--- config.mk ---
export PLATFORM = sky130hd
export DESIGN_NAME = counter_mod_nb
export DESIGN_NICKNAME = d
export VERILOG_FILES = /design/src/rtl/counter_mod_nb.sv
export SDC_FILE = /design/constraint.sdc
export NUM_CORES = 1
export LEC_CHECK = 0
export BUFFER_PORTS_ARGS = -buffer_cell sky130_fd_sc_hd__buf_2
export CAP_MARGIN = 20
export CORE_AREA = 10 10 47 49
export CTS_BUF_LIST = sky130_fd_sc_hd__clkbuf_8
export DETAILED_ROUTE_END_ITERATION = 7
export DIE_AREA = 0 0 57 59
export MAX_ROUTING_LAYER = met4
export PLACE_DENSITY = 0.51
export SLEW_MARGIN = 20
export SYNTH_ARGS = -nofsm -noshare
export SYNTH_HDL_FRONTEND = slang
export SYNTH_SLANG_ARGS = --single-unit
--- constraint.sdc ---
create_clock -name clk -period 2.13 [get_ports clk]
set_input_delay 0.639 -clock clk [delete_from_list [all_inputs] [get_ports clk]]
set_output_delay 0.639 -clock clk [all_outputs]
set_load 0.01 [all_outputs]
--- src/rtl/counter_mod_nb.sv ---
// counter_mod_nb: parametrised modulo-MOD up/down counter with synchronous
// saturating load, count enable, ripple carry for cascading and an optional
// one-shot halt (ONESHOT=1).
// Optional feature macro: COUNTER_OVF_STICKY_EN -- when defined, ovf is a
// sticky flag set on every wrap and cleared by load or rst; when undefined,
// ovf is tied to 0 and no flop is generated.
module counter_mod_nb #(
    parameter int WIDTH   = 4,
    parameter int MOD     = 16,
    parameter int ONESHOT = 0
) (
    input  logic             clk,
    input  logic             rst,
    input  logic             ce,
    input  logic             up,
    input  logic             load,
    input  logic [WIDTH-1:0] d_in,
    output logic [WIDTH-1:0] q,
    output logic             rc,
    output logic             tc,
    output logic             done,
    output logic             ovf
);

    typedef enum logic [0:0] {
        ST_RUN  = 1'b0,
        ST_HALT = 1'b1
    } state_t;

    localparam logic [WIDTH-1:0] TERM_UP    = WIDTH'(MOD - 1);
    localparam logic [WIDTH-1:0] ZERO_VAL   = {WIDTH{1'b0}};
    localparam logic [WIDTH-1:0] ONE_VAL    = WIDTH'(1);
    localparam bit               ONESHOT_EN = (ONESHOT != 0);

    logic [WIDTH-1:0] q_r;
    logic [WIDTH-1:0] q_nxt_s;
    logic [WIDTH-1:0] load_val_s;
    state_t           state_r;
    state_t           state_nxt_s;
    logic             tc_s;
    logic             halted_s;

    // Terminal-count detect against the current direction, halt decode and load saturation.
    always_comb begin
        halted_s   = (state_r == ST_HALT);
        tc_s       = 1'b0;
        load_val_s = d_in;
        if (up) begin
            tc_s = (q_r == TERM_UP);
        end else begin
            tc_s = (q_r == ZERO_VAL);
        end
        if (d_in > TERM_UP) begin
            load_val_s = TERM_UP;
        end else begin
            load_val_s = d_in;
        end
    end

    // Next count: load beats count; compare before stepping so nothing carries past WIDTH.
    always_comb begin
        q_nxt_s = q_r;
        if (load) begin
            q_nxt_s = load_val_s;
        end else if (ce && !halted_s) begin
            if (tc_s) begin
                if (ONESHOT_EN) begin
                    q_nxt_s = q_r;
                end else if (up) begin
                    q_nxt_s = ZERO_VAL;
                end else begin
                    q_nxt_s = TERM_UP;
                end
            end else if (up) begin
                q_nxt_s = q_r + ONE_VAL;
            end else begin
                q_nxt_s = q_r - ONE_VAL;
            end
        end else begin
            q_nxt_s = q_r;
        end
    end

    // One-shot RUN/HALT next state; stays in RUN when the one-shot mode is off.
    always_comb begin
        state_nxt_s = state_r;
        if (!ONESHOT_EN) begin
            state_nxt_s = ST_RUN;
        end else begin
            case (state_r)
                ST_RUN: begin
                    if (load) begin
                        state_nxt_s = ST_RUN;
                    end else if (ce && tc_s) begin
                        state_nxt_s = ST_HALT;
                    end else begin
                        state_nxt_s = ST_RUN;
                    end
                end
                ST_HALT: begin
                    if (load) begin
                        state_nxt_s = ST_RUN;
                    end else begin
                        state_nxt_s = ST_HALT;
                    end
                end
                default: begin
                    state_nxt_s = ST_RUN;
                end
            endcase
        end
    end

    // Count and one-shot state registers.
    always_ff @(posedge clk or posedge rst) begin
        if (rst) begin
            q_r     <= ZERO_VAL;
            state_r <= ST_RUN;
        end else begin
            q_r     <= q_nxt_s;
            state_r <= state_nxt_s;
        end
    end

    assign q    = q_r;
    assign tc   = tc_s;
    assign rc   = ce & tc_s & ~halted_s;
    assign done = halted_s;

`ifdef COUNTER_OVF_STICKY_EN
    logic ovf_r;
    logic wrap_s;

    assign wrap_s = ce & tc_s & ~halted_s & ~load;

    // Sticky wrap flag: set on any wrap edge, cleared only by load or reset.
    always_ff @(posedge clk or posedge rst) begin
        if (rst) begin
            ovf_r <= 1'b0;
        end else if (load) begin
            ovf_r <= 1'b0;
        end else if (wrap_s) begin
            ovf_r <= 1'b1;
        end else begin
            ovf_r <= ovf_r;
        end
    end

    assign ovf = ovf_r;
`else
    assign ovf = 1'b0;
`endif

endmodule

Word-level counts from Yosys, hierarchy flattened --
Index checks and enable logic that the tools add are counted.
Word-level totals: flip-flop bits (word level) 4, bits of input ports 9, output and inout bits 8, word-level logic and storage cells 15
Cells by class: $add $sub $neg 2, order comparisons 1, equality and inequality tests 1, muxes and demuxes 7, bitwise gates (word level) 1, reductions and logical operators 2
Operators by type and width (count):
- $mux W4 | 6
- $add A4 B1 Y4 const B | 1
- $eq A4 B4 Y1 const B | 1
- $gt A4 B4 Y1 const B | 1
- $logic_not A4 Y1 | 1
- $sub A4 B1 Y4 const B | 1
- $reduce_bool A2 Y1 | 1
- $and A1 B1 Y1 | 1
- $mux W1 | 1

Logic depth before layout (Yosys ltp) --
Gate-level depths: netlist of run 1.
depth after elaboration 5, mapped depth 6, depth with buffers taken out 6

Least setup slack after synthesis of run 1 --
No wires, ideal clock.
kind reg-to-output, start point register q_r[1], in the netlist q[1], end point output rc, arrival 1.454 ns, data required time 1.491 ns, setup slack 0.037 ns, cell stages (with the launch flop) 4, buffers on the path 0, path through dfrtp_1 or4_4 o21ai_1 and2_1
On the way: cells in the longest elaborated chain, start to end 3, elaborated cells on any way between the ends 4, classes of those cells eq/ne: 1; mux: 1; bitwise: 1; reduce/logical: 1
RTL lines:
- from (decl) | line 35 | logic [WIDTH-1:0] q_r;
- from (signal assigned) | line 120 | q_r <= q_nxt_s;
- $eq A4 B4 Y1 or $logic_not A4 Y1 (tied branches) | line 49, 51
- $mux W1 (*) | line 48 | if (up) begin
- named net tc | line 20 | output logic tc,
- $and A1 B1 Y1 (*) | line 127 | assign rc = ce & tc_s & ~halted_s;
- to (decl) | line 19 | output logic rc,
Mark *: on every way through the listed nets, which the timed path passes. The rest lies on a longest branch.

Worst setup path in the final report of run 1 --
start point register q_r[1], in the netlist q[1], end point output rc
On the way: cells in the longest elaborated chain, start to end 3, elaborated cells on any way between the ends 4, classes of those cells eq/ne: 1; mux: 1; bitwise: 1; reduce/logical: 1
RTL lines (line):
- $eq A4 B4 Y1 or $logic_not A4 Y1 (tied branches) | 49, 51
- $mux W1 (*) | 48
- $and A1 B1 Y1 (*) | 127
Mark *: on every way between the ends. The rest lies on a longest branch, timed or not.

==> results.md, run 1 <==
| Metric | Value |
| --- | --- |
| Run status | finished, violations left |
| Failing checks | setup timing |
| Max-slew violation count | 0 |
| Net total in the final layout | 74 |
| Starting density of the core | 0.243 |
| Total clock buffers created by CTS | 3 |
| Number of vias after detailed routing | 350 |
| Total GRT Usage | 0.0587 |
| Share of synthesized area occupied by flip-flops and latches | 0.294 |
| Critical R2R Capture | q[3]$_DFFE_PP0P_ |
| Worst reg-to-reg setup slack | 0.60 ns |
| Clock edge transition at the registers on the reported setup and hold paths | 0.03 ns |
| Sum of negative setup slack | -0.0122 ns |
| Worst min-delay path class | in2async |
| Final hold violation count | 0 |
| Die outline height | 59 um |
| Fin util | 0.353 |
| Vias in the first global route | 379 |
| Worst Setup End Kind | output port |
| Areal power density over the cells | 754 mW/mm^2 |
| Hold Buf Count CTS | 0 |
| Final critical-path required period | 2.14 ns |
| Residual DRC count | 0 |
| WL final | 884 um |
| Synth warn | 0 |
| Share of the clock period used by the worst path | 1.01 |
| Worst Path Arrival | 1.50 ns |
| Number of buffers added for setup after CTS | 0 |
| Number of max-capacitance violations reported | 0 |
| Post-layout worst setup margin | -0.0122 ns |
| Antenna violations before repair | 0 |
| Critical Path Fanout Max | 2 |
| Wire length of the first global-routing pass | 1530 um |
| Drt first-iter violations | 2 |
| Largest register FFs | 4 |
| RSZ-0062 raised after global routing | yes |
| Kind of start point of the critical path | register |
| Count of pins on the block boundary | 17 |
| Clock tree from TritonCTS | built |
| Clk root buf | clkbuf_8 |
| Placer Congestion | 0.718 |
| Ant diodes | 0 |
| H-tree depth | 1 |
| Cells on worst reg2reg path | 6 |
| Hold Slack | 0.292 ns |
| Flip-flop and latch count after synthesis | 4 |
| Fin Clk Skew | 0.00265 ns |
| Clock latency reported for the late side of the worst-skew pair | 0.22 ns |
| Vias per Instance | 4.61 |
| Unique cell type count in the Yosys netlist | 21 |
| Worst reg2reg path startpoint | q[2]$_DFFE_PP0P_ |
| Final setup violation count | 1 |
| Post-Syn Instances | 40 |
| Final total power | 373 uW |
| Overflow after GRT | 0 |
| Maximum number of pins on one net before global-route repair | 9 |
| 1st-pass router iterations | 4 |
| Count of input and output buffers | 14 |
| Maximum number of buffers from clock root to sink | 2 |
| Layout overhead on the synthesized area | 45.2% |
| Post-synth design cell area | 340 um^2 |
| Hpwl dp | 766 um |
| Proportion of layout cells with a drive suffix above 1 | 0.417 |
| Mean routed wirelength per cell | 11.6 um |
| Req. time, crit path | 1.49 ns |
| Crit path kind | reg2out |
| Number of placement rows | 14 |
| Die Width | 57 um |
| Leak pwr | 0.000256 uW |
| Clk sinks | 4 |
| Die Area | 0.00336 mm^2 |
| Maximum ir drop on the vdd rail | 0.000347 V |
| Average cell area after synthesis | 8.51 um^2 |
| Placeable core region | 0.00140 mm^2 |
| Max Fclk | 0.467 GHz |
| Number of nets with antenna violations after routing | 0 |
==> worst max path at each step <==
stage / start / endpoint / slack [ns] / depth (start not counted)
finish: q[1]$_DFFE_PP0P_ / rc / -0.01 / 4
detailed placement: up / q[3]$_DFFE_PP0P_ / 0.12 / 8
global placement: up / q[3]$_DFFE_PP0P_ / 0.11 / 8
CTS: q[1]$_DFFE_PP0P_ / rc / -0.03 / 4
floorplan: q[1]$_DFFE_PP0P_ / rc / 0.04 / 3
global route: q[1]$_DFFE_PP0P_ / rc / -0.1 / 4
==> power by group <==
part           internal, uW  switching, uW
Combinational          57.2           62.7
Clock                   120           38.5
Sequential             86.7           7.26
Total                   264            108
==> layout by cell type, fill, tap and decap left out, drive strengths merged, types with 2 or more instances in the layout <==
cell,count
clkbuf,3
conb,2
o31ai,3
a21oi,3
ha,2
nand3,3
inv,2
nand2,4
o21ai,3
xor2,2
nor2,3
buf,19
dfrtp,4
==> per-stage QoR <==
step	cell area (um^2)	setup WS, ns	std cells
after floorplan	344	0.0371	41
after global placement	449	0.114	73
after detailed placement	449	0.125	73
after CTS	494	-0.0301	76
after global routing	494	-0.0992	76
final	494	-0.0122	76
==> worst max-delay path, stage by stage, from the launching register on <==
cell and delay, ns:
dfrtp_1 0.36, or4_4 0.55, o21ai_2 0.13, and2_1 0.13
buf_2 0.12
==> layout make-up <==
cell class	instances	area (um^2)
Clock buffer	3	41.3
Tap cell	16	20.0
Multi-Input combinational cell	32	218
Inverter	2	7.51
Timing Repair Buffer	19	108
Sequential cell	4	100
Fill cell	156	907
==> routing by layer <==
metal / GRT usage / wire, um
met1: 0.0609 / 389
met2: 0.0915 / 443
met3: 0.0215 / 35
met4: 0.0403 / 16
met5: - / 0
==> cell families (layout without fill, tap and decap cells) <==
family / count (synthesis) / in the layout / synth area share
compound gates: 11 / 11 / 0.206
buf+inv: 5 / 24 / 0.0882
simple gates: 13 / 13 / 0.191
other cells: 1 / 2 / 0.0110
fa+ha+maj: 3 / 3 / 0.132
xor+xnor: 3 / 3 / 0.0772
flops: 4 / 4 / 0.294
==> synthesized netlist by cell type <==
| cell | count | share of area |
|---|---|---|
| conb_1 | 1 | 0.011 |
| nor2_1 | 3 | 0.033 |
| o21ai_2 | 1 | 0.026 |
| xor2_1 | 2 | 0.051 |
| fa_1 | 1 | 0.059 |
| clkbuf_4 | 1 | 0.022 |
| a21oi_1 | 3 | 0.044 |
| nand2_1 | 4 | 0.044 |
| ha_1 | 2 | 0.074 |
| a31oi_1 | 1 | 0.018 |
| a21o_1 | 1 | 0.022 |
| nand3_1 | 3 | 0.044 |
| inv_1 | 2 | 0.022 |
| buf_4 | 2 | 0.044 |
| xnor2_1 | 1 | 0.026 |
| and2_1 | 1 | 0.018 |
| o21ai_1 | 2 | 0.029 |
| dfrtp_1 | 4 | 0.29 |
| o31ai_1 | 3 | 0.066 |
| and3_1 | 1 | 0.018 |
| or4_4 | 1 | 0.033 |
==> timing repair <==
action,in CTS,in global routing
setup endpoints to repair,1,1
gates resized for setup,1,0
hold endpoints to repair,0,0
(Power assumes the default switching activity.)
==> run 2, diff against run 1 <==
==> constraint.sdc (replaced) <==
create_clock -name clk -period 2.3 [get_ports clk]
set_input_delay 0.69 -clock clk [delete_from_list [all_inputs] [get_ports clk]]
set_output_delay 0.69 -clock clk [all_outputs]
set_load 0.01 [all_outputs]
==> run 2 against run 1 <==
- the run now ends clean
- critical path depth stayed put
- combinational power is 3% lower
- power is 5.7% lower
- clock skew is 0.0015 ns higher
- via count is 2.0% lower
- clock power is 8% lower
- final area is 1.5% higher
- critical endpoint unchanged
- worst setup slack better by 0.094 ns
- register-to-register slack better by 0.13 ns
- sequential power is 6.1% lower
- sequential cell count stayed put
- first-iteration DRC count stayed put
- largest power group unchanged
==> results.md, run 2 (synthesis results as in run 1) <==
| Metric | Value |
| --- | --- |
| Run status | completed |
| Die Area | 0.00336 mm^2 |
| Placer Congestion | 0.643 |
| Share of the clock period used by the worst path | 0.965 |
| Sum of negative setup slack | 0 ns |
| Overflow after GRT | 0 |
| Maximum ir drop on the vdd rail | 0.000346 V |
| WL final | 940 um |
| Clock tree from TritonCTS | built |
| Clock latency reported for the late side of the worst-skew pair | 0.22 ns |
| Die outline height | 59 um |
| Fin Clk Skew | 0.00417 ns |
| Max-slew violation count | 0 |
| Crit path from | q[2]$_DFFE_PP0P_ |
| Total GRT Usage | 0.0566 |
| Maximum number of buffers from clock root to sink | 2 |
| Net total in the final layout | 75 |
| 1st-pass router iterations | 2 |
| Place WS | 0.160 ns |
| Hold Slack | 0.344 ns |
| Number of max-capacitance violations reported | 0 |
| Critical R2R Capture | q[3]$_DFFE_PP0P_ |
| Areal power density over the cells | 700 mW/mm^2 |
| Placeable core region | 0.00140 mm^2 |
| Crit path kind | reg2out |
| Antenna violations before repair | 0 |
| Worst reg-to-reg setup slack | 0.73 ns |
| Layout overhead on the synthesized area | 47.4% |
| Number of nets with antenna violations after routing | 0 |
| Most frequent cells in the layout | buf_2, buf_4, nand2_1, dfrtp_1 |
| Clk root buf | clkbuf_8 |
| Maximum number of pins on one net before global-route repair | 9 |
| Starting density of the core | 0.243 |
| Wire length of the first global-routing pass | 1510 um |
| Cells on worst reg2reg path | 6 |
| Drt first-iter violations | 2 |
| Final total power | 351 uW |
| Mean routed wirelength per cell | 12.2 um |
| Count of input and output buffers | 14 |
| Endpoint of the most critical setup path | rc |
| Count of pins on the block boundary | 17 |
| Clock edge transition at the registers on the reported setup and hold paths | 0.03 ns |
| Largest register FFs | 4 |
| Total clock buffers created by CTS | 3 |
| Kind of start point of the critical path | register |
| Vias per Instance | 4.45 |
| Final hold violation count | 0 |
| Worst Path Arrival | 1.53 ns |
| Worst Setup End Kind | output port |
| Most frequent standard cell in the layout excluding fill and tap cells | buf_2 |
| Hold Buf Count CTS | 0 |
| Post-layout worst setup margin | 0.0814 ns |
| Final setup violation count | 0 |
| Residual DRC count | 0 |
| Number of placement rows | 14 |
| Clk sinks | 4 |
| Number of vias after detailed routing | 343 |
| Final critical-path required period | 2.22 ns |
| Leak pwr | 0.000261 uW |
| Worst reg2reg path startpoint | q[2]$_DFFE_PP0P_ |
| Vias in the first global route | 347 |
| Req. time, crit path | 1.61 ns |
| Die Width | 57 um |
| Filler instances | 163 |
| Critical Path Fanout Max | 4 |
| Proportion of layout cells with a drive suffix above 1 | 0.426 |
| Ant diodes | 0 |
| H-tree depth | 1 |
| Worst min-delay path class | in2async |
| Max Fclk | 0.451 GHz |
==> run 2: cell types whose count changed in the layout (fill, tap and decap cells not counted), sizes merged <==
cell,change
buf,+1
==> run 2: power by group <==
group,switching (uW),total [uW],internal [uW]
clock,35.5,147,111
combinational,58.5,116,57.6
sequential,7.98,88.3,80.3
total,102,351,249
==> run 2: final cells by class <==
class | instances | area [um^2] | share of cell area
Clock buffer | 3 | 41.3 | 0.0823
Inverter | 2 | 7.51 | 0.0150
Multi-Input combinational cell | 32 | 218 | 0.434
Sequential cell | 4 | 100 | 0.200
Tap cell | 16 | 20.0 | 0.0399
Timing Repair Buffer | 20 | 115 | 0.229
==> run 2: what timing repair did <==
item	CTS	global route
setup endpoints to repair	0	1
buffers inserted	0	3
gates resized for setup	0	1
==> run 2: through the flow <==
step / instances / util / area (um^2)
6_report: 77 / 0.358 / 502
5_1_grt: 77 / 0.358 / 502
3_5_place_dp: 71 / 0.310 / 434
3_3_place_gp: 71 / 0.310 / 434
2_1_floorplan: 41 / - / 344
4_1_cts: 74 / 0.339 / 475
==> run 2: critical path, cell delays in order (launching register included) <==
cell     delay (ns)
dfrtp_1        0.39
or4_4          0.53
o21ai_2        0.14
and2_1         0.13
buf_2          0.12
==> run 2: how the worst min path moves through the flow <==
stage / startpoint / end / cells after the start / slack, ns
finish: rst / q[3]$_DFFE_PP0P_ / 2 / 0.34
global route: rst / q[3]$_DFFE_PP0P_ / 2 / 0.35
detailed placement: rst / q[3]$_DFFE_PP0P_ / 2 / 0.57
floorplan: rst / q[0]$_DFFE_PP0P_ / 1 / 0.46
CTS: rst / q[3]$_DFFE_PP0P_ / 2 / 0.34
global placement: rst / q[3]$_DFFE_PP0P_ / 2 / 0.58
==> run 2: routing by layer <==
layer  part of all wire  vias to the layer above  global-route usage  routed length (um)
met3              0.033                        0              0.0150                  31
met2               0.53                        9              0.0868                 500
li1                   -                      180                   -                   -
met1               0.43                      154              0.0658                 408
met5                  0                        -                   -                   0
met4                  0                        0              0.0302                   0
==> run 3, diff against run 2 <==
--- a/config.mk
+++ b/config.mk
@@ -5,14 +5,16 @@
 export SDC_FILE = /design/constraint.sdc
 export NUM_CORES = 1
 export LEC_CHECK = 0
+export ABC_AREA = 1
 export BUFFER_PORTS_ARGS = -buffer_cell sky130_fd_sc_hd__buf_2
 export CAP_MARGIN = 20
 export CORE_AREA = 10 10 47 49
 export CTS_BUF_LIST = sky130_fd_sc_hd__clkbuf_8
 export DETAILED_ROUTE_END_ITERATION = 7
 export DIE_AREA = 0 0 57 59
+export GPL_TIMING_DRIVEN = 0
 export MAX_ROUTING_LAYER = met4
-export PLACE_DENSITY = 0.51
+export PLACE_DENSITY = 0.56
 export SLEW_MARGIN = 20
 export SYNTH_ARGS = -nofsm -noshare
 export SYNTH_HDL_FRONTEND = slang
==> run 3 against run 2 <==
- combinational power is 25% higher
- worst setup slack better by 0.17 ns
- sequential power is 20% higher
==> results.md, run 3 <==
| Metric | Value |
| --- | --- |
| Number of placement rows | 14 |
| Drt first-iter violations | 9 |
| Most frequent cells after synthesis | nand2_1, inv_1, nor2_1, dfrtp_1 |
| Post-synth design cell area | 400 um^2 |
| Largest area contributor in the netlist | dfrtp_1 |
| Antenna violations before repair | 0 |
| Number of instances resized during post-cts repair | 0 |
| Clock edge transition at the registers on the reported setup and hold paths | 0.03 ns |
| Worst Path Arrival | 1.36 ns |
| Synth top area share | 0.250 |
| Run status | completed |
| Synth Flop Type | dfrtp_1 |
| Mean routed wirelength per cell | 10.4 um |
| Crit path kind | in2out |
| Area contributors post-synth | dfrtp_1, nand2_1, inv_1, ha_1, fa_1 |
| Maximum number of buffers from clock root to sink | 2 |
| Sum of negative setup slack | 0 ns |
| Layout overhead on the synthesized area | 33.8% |
| Final hold violation count | 0 |
| Filler instances | 172 |
| Starting density of the core | 0.286 |
| Place WS | 0.240 ns |
| Share of synthesized area occupied by flip-flops and latches | 0.250 |
| Most frequent cells in the layout | nand2_1, buf_2, inv_1 |
| Number of enable flip-flop cells after synthesis | 0 |
| Total GRT Usage | 0.0614 |
| Share of the clock period used by the worst path | 0.890 |
| Fin util | 0.382 |
| Largest register FFs | 4 |
| Hold Buf Count CTS | 0 |
| Most frequent standard cell in the layout excluding fill and tap cells | nand2_1 |
| Cell area after placement | 494 um^2 |
| 1st-pass router iterations | 4 |
| H-tree depth | 1 |
| Average cell area after synthesis | 7.02 um^2 |
| Wire length of the first global-routing pass | 1640 um |
| Overflow after GRT | 0 |
| Net total in the final layout | 89 |
| Total clock buffers created by CTS | 3 |
| Die Area | 0.00336 mm^2 |
| Areal power density over the cells | 736 mW/mm^2 |
| Synth warn | 0 |
| Kind of start point of the critical path | input pin |
| Post-route cell area | 536 um^2 |
| Ys async rst share | 1.00 |
| Leak pwr | 0.000302 uW |
| RSZ-0062 raised after global routing | no |
| Die Width | 57 um |
| Vias in the first global route | 428 |
| Met3 GRT Util | 0.0150 |
| Maximum ir drop on the vdd rail | 0.000353 V |
| Area used by multi-input combinational logic | 255 um^2 |
| Global-route track usage on met1 | 0.0633 |
| Count of pins on the block boundary | 17 |
| Req. time, crit path | 1.61 ns |
| Maximum number of pins on one net before global-route repair | 7 |
| Post-Syn Instances | 57 |
| Area taken by flip-flops and latches | 100 um^2 |
| Max Fclk | 0.488 GHz |
| Critical Path Fanout Max | 4 |
| Ant diodes | 0 |
| Clock latency reported for the late side of the worst-skew pair | 0.21 ns |
| WL final | 942 um |
| Die outline height | 59 um |
| Most frequent cell after synthesis | nand2_1 |
| Unique cell type count in the Yosys netlist | 22 |
| Number of max-capacitance violations reported | 0 |
| Final critical-path required period | 2.05 ns |
| Worst Setup End Kind | output port |
| Number of buffers added for setup after CTS | 0 |
| Clock tree from TritonCTS | built |
| Final setup violation count | 0 |
| Flip-flop and latch count after synthesis | 4 |
| Max-slew violation count | 0 |
| Residual DRC count | 0 |
| Hpwl dp | 817 um |
| Fin Clk Skew | 0.00118 ns |
| Most used routing layer | met2 |
| Clk sinks | 4 |
| Vias per Instance | 4.43 |
| Placeable core region | 0.00140 mm^2 |
| Number of nets with antenna violations after routing | 0 |
| Clk root buf | clkbuf_8 |
| Number of vias after detailed routing | 403 |
| Count of input and output buffers | 14 |
| Proportion of layout cells with a drive suffix above 1 | 0.373 |
| Global routing usage on met2 | 0.0946 |
| Final total power | 394 uW |
| Placer Congestion | 0.784 |
| Worst min-delay path class | in2async |
| Post-layout worst setup margin | 0.253 ns |
[run 3: power by group]
group	internal (uW)	leakage (uW)	switching (uW)
combinational	64.5	0.000234	81.0
clock	111	0.0000216	31.5
sequential	84.4	0.0000466	21.8
[run 3: layer usage]
metal	wire, um	vias up
li1	-	213
met1	424	183
met2	496	7
met3	21	0
met4	0	0
met5	0	-
[run 3: final cells by class]
cell class,count,share of cell area
Tap cell,16,0.0374
Multi-Input combinational cell,43,0.477
Inverter,9,0.0631
Buffer,2,0.0280
Clock buffer,3,0.0771
Timing Repair Buffer,14,0.131
Sequential cell,4,0.187
[run 3: worst paths after layout]
check	start	to	slack (ns)	depth (start not counted)
worst max-delay path	up	rc	0.25	6
worst min-delay path	rst	q[0]$_DFFE_PP0P_	0.35	2
worst max register to register	q[2]$_DFFE_PP0P_	q[3]$_DFFE_PP0P_	0.89	8
worst min register to register	q[3]$_DFFE_PP0P_	q[3]$_DFFE_PP0P_	0.57	2
max in group asynchronous	rst	q[2]$_DFFE_PP0P_	1.80	2
min in group clk	q[3]$_DFFE_PP0P_	q[3]$_DFFE_PP0P_	0.57	2
[run 3: kinds of logic after synthesis]
logic type | after synthesis | synth area share
AND/OR/NAND/NOR | 30 | 0.384
buffers and inverters | 11 | 0.122
AO/OA/AOI/OAI | 7 | 0.100
flip-flops | 4 | 0.250
adder cells (fa/ha/maj) | 3 | 0.112
XOR/XNOR | 1 | 0.0219
other | 1 | 0.00937
[run 3: worst max-delay path, stage by stage]
cell and delay [ns]:
buf_2 0.11, nand3_1 0.09, nor2_2 0.13, inv_2 0.07, a21boi_1 0.13, buf_2 0.14
[run 3: per-stage QoR]
step,cells,hold slack [ns]
2_1_floorplan,58,0.456
6_report,91,0.349
3_3_place_gp,88,0.558
5_1_grt,91,0.357
4_1_cts,91,0.348
3_5_place_dp,88,0.556
